## config.mk

```make
export PLATFORM = sky130hd
export DESIGN_NAME = jt5205_adpcm_dec_flat
export DESIGN_NICKNAME = d
export VERILOG_FILES = /design/src/rtl/jt5205_adpcm_dec_if.sv /design/src/rtl/jt5205_adpcm_dec.sv /design/src/flat_wrapper.sv
export SDC_FILE = /design/constraint.sdc
export NUM_CORES = 1
export LEC_CHECK = 0
export CAP_MARGIN = 20
export CORE_MARGIN = 4
export CORE_UTILIZATION = 67
export CTS_BUF_LIST = sky130_fd_sc_hd__clkbuf_8 sky130_fd_sc_hd__clkbuf_16
export DETAILED_ROUTE_END_ITERATION = 16
export PLACE_DENSITY = 0.83
export SLEW_MARGIN = 0
export SYNTH_ARGS = -nofsm -noshare
export SYNTH_HDL_FRONTEND = slang
export SYNTH_SLANG_ARGS = --single-unit
```

## constraint.sdc

```tcl
create_clock -name clk -period 8.1 [get_ports clk]
set_input_delay 1.62 -clock clk [delete_from_list [all_inputs] [get_ports clk]]
set_output_delay 1.62 -clock clk [all_outputs]
set_load 0.01 [all_outputs]
```

## src/rtl/jt5205_adpcm_dec_if.sv

```systemverilog
// Bundle of timing-stage strobes, ADPCM nibble input and decoded sample output
// for the MSM5205 decoder stage.
`timescale 1ns/1ps

interface jt5205_adpcm_dec_if #(parameter int OUTW = 12);
  logic                   cen;
  logic                   cen_lo;
  logic                   chip_rst;
  logic [3:0]             din;
  logic signed [OUTW-1:0] sound;
  logic                   sample;

  modport master (output cen, cen_lo, chip_rst, din, input sound, sample);
  modport slave  (input cen, cen_lo, chip_rst, din, output sound, sample);
endinterface

```

## src/rtl/jt5205_adpcm_dec.sv

```systemverilog
// MSM5205 / Dialogic ADPCM decoder: latches a nibble per sample strobe and
// updates step index and 12-bit accumulator over a three-tick cen-paced pipeline.
`timescale 1ns/1ps

module jt5205_adpcm_dec #(parameter int OUTW = 12) (
  input  logic             clk,
  input  logic             rst_n,
  jt5205_adpcm_dec_if.slave bus
);

  localparam logic [10:0] STEP [0:48] = '{
    11'd16,   11'd17,   11'd19,   11'd21,   11'd23,   11'd25,   11'd28,
    11'd31,   11'd34,   11'd37,   11'd41,   11'd45,   11'd50,   11'd55,
    11'd60,   11'd66,   11'd73,   11'd80,   11'd88,   11'd97,   11'd107,
    11'd118,  11'd130,  11'd143,  11'd157,  11'd173,  11'd190,  11'd209,
    11'd230,  11'd253,  11'd279,  11'd307,  11'd337,  11'd371,  11'd408,
    11'd449,  11'd494,  11'd544,  11'd598,  11'd658,  11'd724,  11'd796,
    11'd876,  11'd963,  11'd1060, 11'd1166, 11'd1282, 11'd1411, 11'd1552
  };

  logic [3:0]             nibble;
  logic                   v1;
  logic                   v2;
  logic [12:0]            diff_r;
  logic                   sign_r;
  logic [2:0]             mag_r;
  logic signed [11:0]     acc;
  logic [5:0]             idx;

  logic [12:0]            step13;
  logic [12:0]            diff_c;
  logic signed [13:0]     acc_sum;
  logic signed [11:0]     acc_sat;
  logic signed [OUTW-1:0] sound_next;
  logic signed [6:0]      delta;
  logic signed [6:0]      idx_sum;
  logic [5:0]             idx_next;

  // Magnitude-weighted difference from the step of the current index.
  always_comb begin
    step13 = {2'b00, STEP[idx]};
    diff_c = (step13 >> 3)
           + (nibble[2] ? step13        : 13'd0)
           + (nibble[1] ? (step13 >> 1) : 13'd0)
           + (nibble[0] ? (step13 >> 2) : 13'd0);
  end

  always_comb begin
    if (sign_r)
      acc_sum = {{2{acc[11]}}, acc} - {1'b0, diff_r};
    else
      acc_sum = {{2{acc[11]}}, acc} + {1'b0, diff_r};
    if (acc_sum > 14'sd2047)
      acc_sat = 12'sd2047;
    else if (acc_sum < -14'sd2048)
      acc_sat = 12'sh800;
    else
      acc_sat = acc_sum[11:0];
    sound_next = OUTW'(acc_sat) <<< (OUTW - 12);
  end

  always_comb begin
    case (mag_r)
      3'd4:    delta = 7'sd2;
      3'd5:    delta = 7'sd4;
      3'd6:    delta = 7'sd6;
      3'd7:    delta = 7'sd8;
      default: delta = -7'sd1;
    endcase
    idx_sum = $signed({1'b0, idx}) + delta;
    if (idx_sum < 7'sd0)
      idx_next = 6'd0;
    else if (idx_sum > 7'sd48)
      idx_next = 6'd48;
    else
      idx_next = idx_sum[5:0];
  end

  // Overlapping strobes simply refill stage 0; stages 1 and 2 finish with what they hold.
  always_ff @(posedge clk or negedge rst_n) begin
    if (!rst_n) begin
      nibble     <= 4'd0;
      v1         <= 1'b0;
      v2         <= 1'b0;
      diff_r     <= 13'd0;
      sign_r     <= 1'b0;
      mag_r      <= 3'd0;
      acc        <= 12'sd0;
      idx        <= 6'd0;
      bus.sound  <= '0;
      bus.sample <= 1'b0;
    end else begin
      bus.sample <= 1'b0;
      if (bus.cen) begin
        if (bus.chip_rst) begin
          acc       <= 12'sd0;
          idx       <= 6'd0;
          v1        <= 1'b0;
          v2        <= 1'b0;
          bus.sound <= '0;
        end else begin
          if (bus.cen_lo)
            nibble <= bus.din;
          v1 <= bus.cen_lo;
          v2 <= v1;
          if (v1) begin
            diff_r <= diff_c;
            sign_r <= nibble[3];
            mag_r  <= nibble[2:0];
          end
          if (v2) begin
            acc        <= acc_sat;
            idx        <= idx_next;
            bus.sound  <= sound_next;
            bus.sample <= 1'b1;
          end
        end
      end
    end
  end

endmodule

```

## src/flat_wrapper.sv

```systemverilog
// flat-port wrapper written by rule: the top's interface ports become plain ports
module jt5205_adpcm_dec_flat 
#(parameter int OUTW = 12)
  (clk, rst_n, bus_cen, bus_cen_lo, bus_chip_rst, bus_din, bus_sound, bus_sample);
  jt5205_adpcm_dec_if #(.OUTW(OUTW)) bus_i ();
  input  logic clk;
  input  logic rst_n;
  input wire logic [$bits(bus_i.cen)-1:0] bus_cen;
  input wire logic [$bits(bus_i.cen_lo)-1:0] bus_cen_lo;
  input wire logic [$bits(bus_i.chip_rst)-1:0] bus_chip_rst;
  input wire logic [$bits(bus_i.din)-1:0] bus_din;
  output wire logic [$bits(bus_i.sound)-1:0] bus_sound;
  output wire logic [$bits(bus_i.sample)-1:0] bus_sample;
  assign bus_i.cen = bus_cen;
  assign bus_i.cen_lo = bus_cen_lo;
  assign bus_i.chip_rst = bus_chip_rst;
  assign bus_i.din = bus_din;
  assign bus_sound = bus_i.sound;
  assign bus_sample = bus_i.sample;
  jt5205_adpcm_dec #(.OUTW(OUTW)) u_core (.clk(clk), .rst_n(rst_n), .bus(bus_i));
endmodule
```

==> Word-level counts from Yosys, hierarchy flattened <==
Memory sizes are Yosys's and may differ from the RTL's.
Cells that the tools add are included.
{ "op_classes": {"multipliers": 0, "muxes": 20, "n_addsub": 6, "reduce_logical": 4, "n_shift": 0, "n_eq_ne": 4, "n_bitwise": 2, "order_cmp": 5, "div": 0} }
{ "op_table": {"columns": ["cell", "count"], "rows": [
  ["12-bit 2-to-1 mux", 4],
  ["11-bit 2-to-1 mux", 3],
  ["7-bit one-hot mux with 4 select lines", 1],
  ["13-bit adder", 2],
  ["6-bit 2-to-1 mux", 4],
  ["14-bit by 13-bit adder with 14-bit output", 1],
  ["14-bit by 12-bit > comparator with 1-bit output, second input constant", 1],
  ["14-bit by 12-bit < comparator with 1-bit output, second input constant", 1],
  ["14-bit 2-to-1 mux", 1],
  ["14-bit by 13-bit subtractor with 14-bit output", 1],
  ["8-bit by 13-bit adder with 13-bit output", 1],
  ["3-bit equality test, second input constant", 4],
  ["10-bit 2-to-1 mux", 1],
  ["9-bit 2-to-1 mux", 1],
  ["7-bit adder", 1],
  ["7-bit greater-or-equal comparator, second input constant", 1],
  ["7-bit > comparator, second input constant", 1],
  ["7-bit by 1-bit < comparator with 1-bit output, second input constant", 1],
  ["6-bit NOT with 7-bit output", 1],
  ["3-bit AND reduction", 2],
  ["1-bit 2-to-1 mux", 5],
  ["2-bit AND reduction", 1],
  ["2-bit nonzero test", 1],
  ["1-bit NOT", 1]
]} }
{ "totals": {"memories": 1, "word_cells": 51, "latchBits": 0, "in_bits": 9, "reg_bits": 42, "mem_bits_rw": 0, "rom_bits": 704, "out_inout_bits": 13} }
{ "mem_list": {"columns": ["memory", "depth", "width", "rd", "rd_clocked_by_memory_dff", "write_ports", "line", "rtl"], "rows": [
  ["(no name shown)", 64, 11, 1, 0, 0, "jt5205_adpcm_dec.sv:41", "step13 = {2'b00, STEP[idx]};"]
]} }

==> Depth between registers and ports, before layout <==
Gate-level depths: netlist of run 1.
{ "logic_depth": {"word_depth": 8, "mapped_depth": 22} }

==> Worst setup path before layout of run 1 <==
OpenSTA, ideal clock, no wires.
{ "synth_path": {"path_kind": "register -> register", "start": "register u_core.idx[1]", "end": "register u_core.diff_r[11]", "setup_ns": 0.129, "required_ns": 7.971, "synth_period_minus_slack_ns": 5.026, "slack_ns": 3.074, "arrival_ns": 4.897, "stages_incl_launch_ff": 20, "path_cell_list": "dfrtp_1 clkbuf_1 inv_2 ha_1 inv_1 mux4_2 a211oi_1 a21oi_1 nor2b_1 fa_1 fa_1 ha_1 fa_1 a21o_1 a21oi_1 o21bai_1 a21o_1 a2111oi_0 or4_1 nand3_1"} }
{ "synth_via": {"elab_chain_cells": 8, "word_cells_on_any_way": 10, "cone_classes": "add/sub: 3; mux: 5; bitwise: 1; memory: 1"} }
{ "synth_lines": {"columns": ["item", "line", "rtl"], "rows": [
  ["from (decl)", "jt5205_adpcm_dec.sv:28", "logic [5:0] idx;"],
  ["from (signal assigned)", "jt5205_adpcm_dec.sv:113", "idx <= idx_next;"],
  ["6-bit NOT with 7-bit output (implied by the code) *", "jt5205_adpcm_dec.sv:41", null],
  ["memory read 64 x 11 bit *", null, null],
  ["11-bit 2-to-1 mux (implied by the code) * (2 in series)", "jt5205_adpcm_dec.sv:41", null],
  ["11-bit 2-to-1 mux", "jt5205_adpcm_dec.sv:43", "+ (nibble[2] ? step13 : 13'd0)"],
  ["8-bit by 13-bit adder with 13-bit output", "jt5205_adpcm_dec.sv:43", null],
  ["13-bit adder", "jt5205_adpcm_dec.sv:44", "+ (nibble[1] ? (step13 >> 1) : 13'd0)"],
  ["13-bit adder *", "jt5205_adpcm_dec.sv:45", "+ (nibble[0] ? (step13 >> 2) : 13'd0);"],
  ["to (signal assigned)", "jt5205_adpcm_dec.sv:107", "diff_r <= diff_c;"],
  ["to (decl)", "jt5205_adpcm_dec.sv:24", "logic [12:0] diff_r;"]
]} }
Mark *: on every way between the ends. The rest lies on a longest branch, timed or not. The select of a mux whose other input is x is not followed.
A chain may end at the register's enable or synchronous reset.

==> Final worst setup path of run 1 <==
{ "layout_path": {"start": "register u_core.idx[0]", "end": "register u_core.diff_r[11]"} }
The elaborated chain is that of the path after synthesis.

==> impl_summary.txt, run 1 <==
----------------------------------------------------
[Detailed routing]
  TritonRoute pass-1 iters ... 5
  Vias per inst ... ~6.5
  Overall routed net length ... 10300 um
  Routed wirelength normalized by instance count ... approximately 17 um
  Post-detailed-route DRC marker count ... 0
  Post-DRT Antenna Nets ... 0
  Detailed Route Iter0 Violations ... around 270
  Routed via count ... ~3900

[Synthesis]
  Post-synthesis instance area ... 4490 um^2
  Part of the Yosys area used for sequential elements ... 0.234
  Cells after synthesis ... 506
  Net count after synthesis ... 577
  Most used flip-flop cell after synthesis ... sky130_fd_sc_hd__dfrtp_1
  Yosys Warn Count ... 0
  Post-synth EDFFs ... 0
  Mean area per synthesized cell ... a little under 9 um^2
  Async set-or-reset flop fraction in the synthesized netlist ... 1.00
  Flip-flop and latch count after synthesis ... 42
  Post-synthesis cell type count ... 63

[Floorplan]
  X dimension of the die ... approximately 90 um
  Number of placement rows ... 29
  I/O Pins ... 22
  Starting density of the core ... 0.699
  Floorplan core area ... ~6400 um^2
  Die boundary height ... between 80 and 90 um
  Full die area ... 8080 um^2

[Layout]
  Number of nets in the finished design ... 590
  Fraction of final layout cells with drive strength greater than 1 ... 0.0712
  Most common cell after layout, fill and taps aside ... sky130_fd_sc_hd__nand2_1
  Commonest cells after routing, fill and taps aside ... sky130_fd_sc_hd__nand2_1, sky130_fd_sc_hd__ha_1, sky130_fd_sc_hd__dfrtp_1, sky130_fd_sc_hd__a21oi_1, sky130_fd_sc_hd__inv_1
  Synthesis-to-finish area growth ... 8.61%
  Non-filler cells, final ... around 600
  Number of antenna cells inserted ... 0

[STA]
  Worst relative slew slack ... 0.373
  Fmax ... approximately 180 MHz
  Share of the clock period used by the worst path ... 0.677
  Final-report max-slew violation count ... 0
  Transition time at the pin with the least slew margin ... about 940 ps
  Worst-case clock skew ... slightly above 9 ps
  Summed negative setup slack over all endpoints ... 0 ps
  Number of setup violations in the final report ... 0
  Count of final hold-check violations ... 0
  Final min period ... about 5500 ps
  Unrepaired setup endpoints after global routing ... no

[Critical path]
  Arrival @ worst endpoint ... between 5000 and 6000 ps
  Cell with the most instances on the worst path ... sky130_fd_sc_hd__fa_1
  Cells on worst reg2reg path ... 18
  Beginning of the worst register-to-register path ... u_core.idx[0]$_DFFE_PN0P_
  Critical Path Start Type ... flip-flop
  Worst-case register-to-register setup slack ... around 2600 ps
  Worst setup path class ... flip-flop to flip-flop
  Slowest cell delay on critical path ... roughly 560 ps
  Reg-to-Reg End ... u_core.diff_r[11]$_DFFE_PN0P_
  Worst-path fanout max ... 10
  Data required time at the worst endpoint ... 8280 ps
  Cell-by-cell listing of the critical path ... inv_1, ha_1, inv_1, mux4_2, a211oi_1, a21oi_1, nor2b_1, fa_1, fa_1, ha_1, fa_1, a21o_1, a21oi_1, o21bai_1, a21o_1, a2111oi_0, or4_1, nand3_1
  Setup crit end kind ... flip-flop
  Worst path slowest cell ... sky130_fd_sc_hd__dfrtp_1

[Place]
  Input/output buffers ... 21
  Sum of net half-perimeters after detailed placement ... 7880 um
  Number of placed instances with taps included ... just under 600
  Last weighted congestion value of the routability-driven placer ... 0.927

[Clock network]
  TritonCTS clock tree ... yes
  Clk pin slew, worst setup/hold paths ... roughly 90 ps
  Buffers from clock root to sink, at most ... 2
  Library cell used as clock root buffer ... sky130_fd_sc_hd__clkbuf_8
  CTS Buf Count ... 5
  Number of setup buffers added after CTS ... 0
  Number of levels in the clock H-tree ... 2
  Clock network latency to the later pin of the worst-skew pair ... 300 ps
  Post-CTS Hold Fix Bufs ... 0
  Number of clock sinks seen by CTS ... between 40 and 50
  Count of cells resized by post-cts repair ... 0

[Min path]
  Hold worst-path end ... u_core.sign_r$_DFFE_PN0P_
  Hold Path Stages ... 1
  Launch point of the worst hold path ... u_core.nibble[3]$_DFFE_PN0P_
  HP Class ... flip-flop to flip-flop

[GRT]
  Wire length of the first global-routing pass ... 17700 um
  Number of antenna violations at the first check in global routing ... 0
  Largest net degree at the start of global routing ... 43
  Remaining Overflow, GRT ... 0
  Number of global-route vias before repair ... approximately 3800
  Global-route usage over all layers ... 0.259

[Pwr]
  Power density over cell area ... ~240 nW/um^2
  Standby leakage power ... 0.00217 uW
  Maximum vdd ir drop ... 0.0906 mV

[Flow run]
  Reported max-cap violation count ... 0

[Outcome]
  Run status ... finished, final reports clean

----------------------------------------------------
sequential cells by signal, indices dropped and copies added, names as in the netlist:
name / count
u_core.nibble: 4
u_core.bus.sample: 1
u_core.v2: 1
u_core.idx: 6
u_core.diff_r: 13
u_core.sign_r: 1
u_core.v1: 1
u_core.acc: 12
u_core.mag_r: 3
worst max-delay path by stage:
stage                                    startpoint                       endpoint  slack (ps)  cells after the start
after floorplan           u_core.idx[1]$_DFFE_PN0P_  u_core.diff_r[11]$_DFFE_PN0P_        3070                     19
after global placement    u_core.idx[0]$_DFFE_PN0P_  u_core.diff_r[11]$_DFFE_PN0P_        2850                     18
after detailed placement  u_core.idx[0]$_DFFE_PN0P_  u_core.diff_r[11]$_DFFE_PN0P_        2660                     18
after CTS                 u_core.idx[0]$_DFFE_PN0P_  u_core.diff_r[11]$_DFFE_PN0P_        2660                     18
after global routing      u_core.idx[0]$_DFFE_PN0P_  u_core.diff_r[11]$_DFFE_PN0P_        2140                     18
final                     u_core.idx[0]$_DFFE_PN0P_  u_core.diff_r[11]$_DFFE_PN0P_        2620                     18
routing by layer:
layer,wire [um],GRT usage
met1,4450,0.345
met2,5090,0.434
met3,484,0.0275
met4,286,0.103
met5,0,0
power by group:
group / total (uW) / internal [uW] / switching [uW] / leakage (uW)
Clock: 166 / 90.8 / 74.7 / 0.0000556
Combinational: 699 / 303 / 397 / 0.00156
Sequential: 318 / 252 / 66.0 / 0.000556
Total: 1180 / 645 / 537 / 0.00217
worst max-delay path, delay by kind of cell, from the launching register on:
kind | cells | cell delay [ps]
mux | 1 | 460
flops | 1 | 560
simple gates | 3 | 440
fa+ha+maj | 5 | 1990
compound gates | 7 | 1570
buf+inv | 2 | 340
cells in the mapped netlist (all sizes together) (2+ instances only):
library cell  count  share of area
inv              30          0.025
o21a              3         0.0050
dfrtp            42           0.23
clkbuf           18          0.015
a21o             10          0.017
a31oi             5         0.0070
o41ai             2         0.0056
a211oi            7          0.012
o22ai             5         0.0070
nor2             27          0.023
or4               2         0.0033
o2111ai           2         0.0039
and3              2         0.0028
or2               3         0.0042
a2111oi           3         0.0072
xor2              7          0.014
nand2b            4         0.0056
mux2i             4         0.0089
o31a              2         0.0039
nor3b             4         0.0067
a21boi            2         0.0033
nand2            60          0.050
fa               19          0.085
and4              2         0.0045
ha               43           0.12
buf               3         0.0050
xnor2            27          0.053
a22o              6          0.012
nand3             8         0.0089
o311ai           10          0.033
o21ai            30          0.033
nor3              8         0.0089
or3               2         0.0039
a21oi            39          0.043
mux4              3          0.015
a22oi             3         0.0061
nor2b            12          0.017
o21bai            3         0.0050
and2             19          0.026
o211ai            3         0.0061
a311oi            2         0.0039
mux2             13          0.033
area by class of cell:
class / count / area, um^2
Timing Repair Buffer: 27 / 270
Sequential cell: 42 / 1050
Fill cell: 489 / 1550
Multi-Input combinational cell: 413 / 3240
Tap cell: 77 / 96.3
Inverter: 30 / 113
Clock inverter: 3 / 41.3
Clock buffer: 5 / 68.8
cells by family (layout without fill, tap and decap cells):
kind of cell               count (synthesis)  after routing  synth area share
xor gates and xnor gates                  34             34            0.0663
buffers and inverters                     51             65            0.0451
muxes                                     20             20            0.0566
AOI/OAI and AO/OA                        141            141             0.223
adders and majority gates                 62             62             0.205
DFF                                       42             42             0.234
and+or+nand+nor                          156            156             0.170
through the flow:
stage / worst slack (ps) / area, um^2 / hold slack [ps] / util / power (uW)
final: 2620 / 4880 / 495 / 0.759 / 1180
after global routing: 2140 / 4880 / 526 / 0.759 / 1280
after CTS: 2660 / 4850 / 500 / 0.755 / 1180
after detailed placement: 2660 / 4740 / 482 / 0.738 / 1010
after global placement: 2850 / 4740 / 467 / 0.738 / 969
after floorplan: 3070 / 4490 / 454 / - / 847
(Power assumes the default switching activity.)
==> run 2, diff against run 1 <==
--- a/config.mk
+++ b/config.mk
@@ -7,10 +7,10 @@
 export LEC_CHECK = 0
 export CAP_MARGIN = 20
 export CORE_MARGIN = 4
-export CORE_UTILIZATION = 67
+export CORE_UTILIZATION = 56
 export CTS_BUF_LIST = sky130_fd_sc_hd__clkbuf_8 sky130_fd_sc_hd__clkbuf_16
 export DETAILED_ROUTE_END_ITERATION = 16
-export PLACE_DENSITY = 0.83
+export PLACE_DENSITY = 0.74
 export SLEW_MARGIN = 0
 export SYNTH_ARGS = -nofsm -noshare
 export SYNTH_HDL_FRONTEND = slang
==> constraint.sdc (replaced) <==
create_clock -name clk -period 4.6 [get_ports clk]
set_input_delay 0.92 -clock clk [delete_from_list [all_inputs] [get_ports clk]]
set_output_delay 0.92 -clock clk [all_outputs]
set_load 0.01 [all_outputs]
==> impl_summary.txt, run 2 (synthesized netlist as in run 1, its figures left out) <==
----------------------------------------------------
[Critical path]
  Setup crit end kind ... flip-flop
  Critical Path Start Type ... flip-flop
  Top delay family on crit path ... adder cells
  Worst-case register-to-register setup slack ... 90 ps (-2530 ps)
  Arrival @ worst endpoint ... 4700 ps (-960 ps)
  Worst setup path class ... flip-flop to flip-flop
  Cells on worst reg2reg path ... 17 (-1)
  Cell-by-cell listing of the critical path ... buf_4, ha_2, mux4_2, a21oi_2, o21ai_2, and2_1, fa_1, fa_1, ha_2, fa_2, a21o_1, a21oi_2, o21bai_1, a21o_1, a2111oi_4, or4_1, nand3_1
  Buf+Inv Stages, Crit Path ... 1 (-1)
  Worst-path fanout max ... 5 (-5)
  Data required time at the worst endpoint ... 4780 ps (-3500 ps)
  Reg-to-Reg End ... u_core.diff_r[11]$_DFFE_PN0P_
  Worst path slowest cell ... sky130_fd_sc_hd__fa_1
  Beginning of the worst register-to-register path ... u_core.idx[1]$_DFFE_PN0P_
  Slowest cell delay on critical path ... 500 ps (-60 ps)

[Layout]
  Number of antenna cells inserted ... 0 (unchanged)
  Number of flip-flops under the largest register name ... 13 (unchanged)
  Fraction of final layout cells with drive strength greater than 1 ... 0.186 (+0.114)
  Number of nets in the finished design ... 625 (+5.9%)
  Filler instances ... 630 (+29%)
  Biggest register ... u_core.diff_r
  Registers with the highest flip-flop counts ... u_core.diff_r (13), u_core.acc (12), u_core.idx (6)
  Commonest cells after routing, fill and taps aside ... sky130_fd_sc_hd__nand2_1, sky130_fd_sc_hd__buf_4, sky130_fd_sc_hd__dfrtp_1, sky130_fd_sc_hd__a21oi_1, sky130_fd_sc_hd__ha_1
  Synthesis-to-finish area growth ... 18.2%
  Most common cell after layout, fill and taps aside ... sky130_fd_sc_hd__nand2_1

[Min path]
  Hold worst-path end ... u_core.sign_r$_DFFE_PN0P_
  HP Class ... flip-flop to flip-flop
  Hold Path Stages ... 1 (unchanged)
  Launch point of the worst hold path ... u_core.nibble[3]$_DFFE_PN0P_

[STA]
  Fmax ... 222 MHz (+21%)
  Transition time at the pin with the least slew margin ... 922 ps (-17.7 ps)
  Share of the clock period used by the worst path ... 0.981 (+0.304)
  Final min period ... 4510 ps (-968 ps)
  Worst-case clock skew ... 5.23 ps (-4.11 ps)
  Summed negative setup slack over all endpoints ... 0 ps (unchanged)
  Final-report max-slew violation count ... 0 (unchanged)
  Unrepaired setup endpoints after global routing ... yes
  Post-Route Hold Slack ... 492 ps (-3.48 ps)
  Worst relative slew slack ... 0.385 (+0.0118)
  Count of final hold-check violations ... 0 (unchanged)
  Number of setup violations in the final report ... 0 (unchanged)

[Pwr]
  Maximum vdd ir drop ... 0.199 mV (+120%)
  Power density over cell area ... 401 nW/um^2 (+65%)
  Standby leakage power ... 0.00235 uW (+8.5%)

[Floorplan]
  Floorplan core area ... 7770 um^2 (+21%)
  I/O Pins ... 22 (unchanged)
  Number of placement rows ... 32 (+10%)
  X dimension of the die ... 97.6 um (+8.6%)
  Starting density of the core ... 0.578 (-0.121)
  Full die area ... 9520 um^2 (+18%)
  Die boundary height ... 97.6 um (+8.6%)

[Detailed routing]
  Post-DRT Antenna Nets ... 0 (unchanged)
  Vias per inst ... 5.95 (-8.2%)
  TritonRoute pass-1 iters ... 4 (-1)
  Detailed Route Iter0 Violations ... 169 (-36%)
  Routed via count ... 3911 (+1.0%)
  Routed wirelength normalized by instance count ... 16.4 um (-5.0%)
  Post-detailed-route DRC marker count ... 0 (unchanged)
  Overall routed net length ... 10800 um (+4.5%)

[GRT]
  Number of antenna violations at the first check in global routing ... 0 (unchanged)
  Largest net degree at the start of global routing ... 43 (unchanged)
  Number of global-route vias before repair ... 3788 (-0.89%)
  Remaining Overflow, GRT ... 0 (unchanged)
  Global-route usage over all layers ... 0.231 (-0.0282)
  Wire length of the first global-routing pass ... 18300 um (+3.5%)

[Clock network]
  CTS Buf Count ... 5 (unchanged)
  Number of clock sinks seen by CTS ... 42 (unchanged)
  Clk pin slew, worst setup/hold paths ... 90 ps (about the same)
  Number of levels in the clock H-tree ... 2 (unchanged)
  Library cell used as clock root buffer ... sky130_fd_sc_hd__clkbuf_8
  Buffers from clock root to sink, at most ... 2 (unchanged)
  TritonCTS clock tree ... yes
  Clock network latency to the later pin of the worst-skew pair ... 300 ps (about the same)

[Flow run]
  Reported max-cap violation count ... 0 (unchanged)

[Place]
  Sum of net half-perimeters after detailed placement ... 8360 um (+6.1%)
  Input/output buffers ... 21 (unchanged)
  Last weighted congestion value of the routability-driven placer ... 0.990 (+6.8%)

[Outcome]
  Run status ... finished, final reports clean

----------------------------------------------------
==> run 2: cell types whose count changed in the layout (fill, tap and decap cells not counted), moves of 3 or more <==
cell,before,now
sky130_fd_sc_hd__buf_4,5,40
sky130_fd_sc_hd__ha_1,43,34
sky130_fd_sc_hd__ha_2,0,6
sky130_fd_sc_hd__a21oi_1,39,34
sky130_fd_sc_hd__a21oi_2,0,5
sky130_fd_sc_hd__ha_4,0,3
==> run 2: per-stage QoR <==
stage          worst slack [ps]  cell area [um^2]  cells  utilization  total power, uW
4_1_cts                    1.46              5150    650        0.663             2100
5_1_grt                   -91.6              5310    657        0.683             2320
2_1_floorplan              49.4              4530    506            -             1500
3_5_place_dp               2.36              5020    642        0.647             1790
6_report                   86.6              5310    657        0.683             2130
3_3_place_gp               28.0              5020    642        0.647             1750
==> run 2: layout make-up <==
type                            instances  area [um^2]  area share
Multi-Input combinational cell        413         3380       0.638
Sequential cell                        42         1050       0.199
Timing Repair Buffer                   62          517      0.0974
Tap cell                              102          128      0.0241
Inverter                               30          115      0.0217
Clock buffer                            5         68.8      0.0130
Clock inverter                          3         41.3     0.00778
==> run 2: worst max-delay path by stage <==
stage | slack, ps | start | endpoint | depth (start not counted)
floorplan | 50 | u_core.idx[1]$_DFFE_PN0P_ | u_core.diff_r[11]$_DFFE_PN0P_ | 19
global placement | 30 | u_core.idx[3]$_DFFE_PN0P_ | u_core.diff_r[10]$_DFFE_PN0P_ | 16
detailed placement | 2 | u_core.idx[0]$_DFFE_PN0P_ | u_core.diff_r[11]$_DFFE_PN0P_ | 18
global route | -90 | u_core.idx[1]$_DFFE_PN0P_ | u_core.diff_r[10]$_DFFE_PN0P_ | 17
finish | 90 | u_core.idx[1]$_DFFE_PN0P_ | u_core.diff_r[11]$_DFFE_PN0P_ | 17
CTS | 1 | u_core.idx[0]$_DFFE_PN0P_ | u_core.diff_r[11]$_DFFE_PN0P_ | 17
==> run 2: layer usage <==
layer  share of wire  GRT usage  vias up
met5               0          0        -
met1            0.47      0.324     1901
li1                -          -     1905
met4           0.017     0.0682        0
met3           0.040     0.0345       17
met2            0.47      0.370       88
==> run 2: repair_timing <==
item                                    4_1_cts  5_1_grt
pin swaps                                     1       13
setup buffers                                 0        7
hold buffers                                  0        0
resized for setup                             3       26
endpoints found under the setup margin        1        5
==> run 2: power breakdown <==
group          internal, uW  total (uW)  switching, uW
sequential              444         554            109
combinational           575        1280            701
clock                   160         299            139
total                  1180        2130            949
==> run 2: worst register-to-register path, delay by kind of cell, from the launching register on <==
kind                     cells  cell delay (ps)
AND/OR/NAND/NOR              3              410
multiplexers                 1              460
AO/OA/AOI/OAI                7             1260
flip-flops                   1              420
adder cells (fa/ha/maj)      5             1660
buffers and inverters        1              170
==> run 3, diff against run 2 <==
--- a/config.mk
+++ b/config.mk
@@ -11,7 +11,7 @@
 export CTS_BUF_LIST = sky130_fd_sc_hd__clkbuf_8 sky130_fd_sc_hd__clkbuf_16
 export DETAILED_ROUTE_END_ITERATION = 16
 export PLACE_DENSITY = 0.74
-export SLEW_MARGIN = 0
+export SLEW_MARGIN = 20
 export SYNTH_ARGS = -nofsm -noshare
 export SYNTH_HDL_FRONTEND = slang
 export SYNTH_SLANG_ARGS = --single-unit
==> results of run 3 <==
No change in the layout: final DEF, timing and power equal those of run 2.
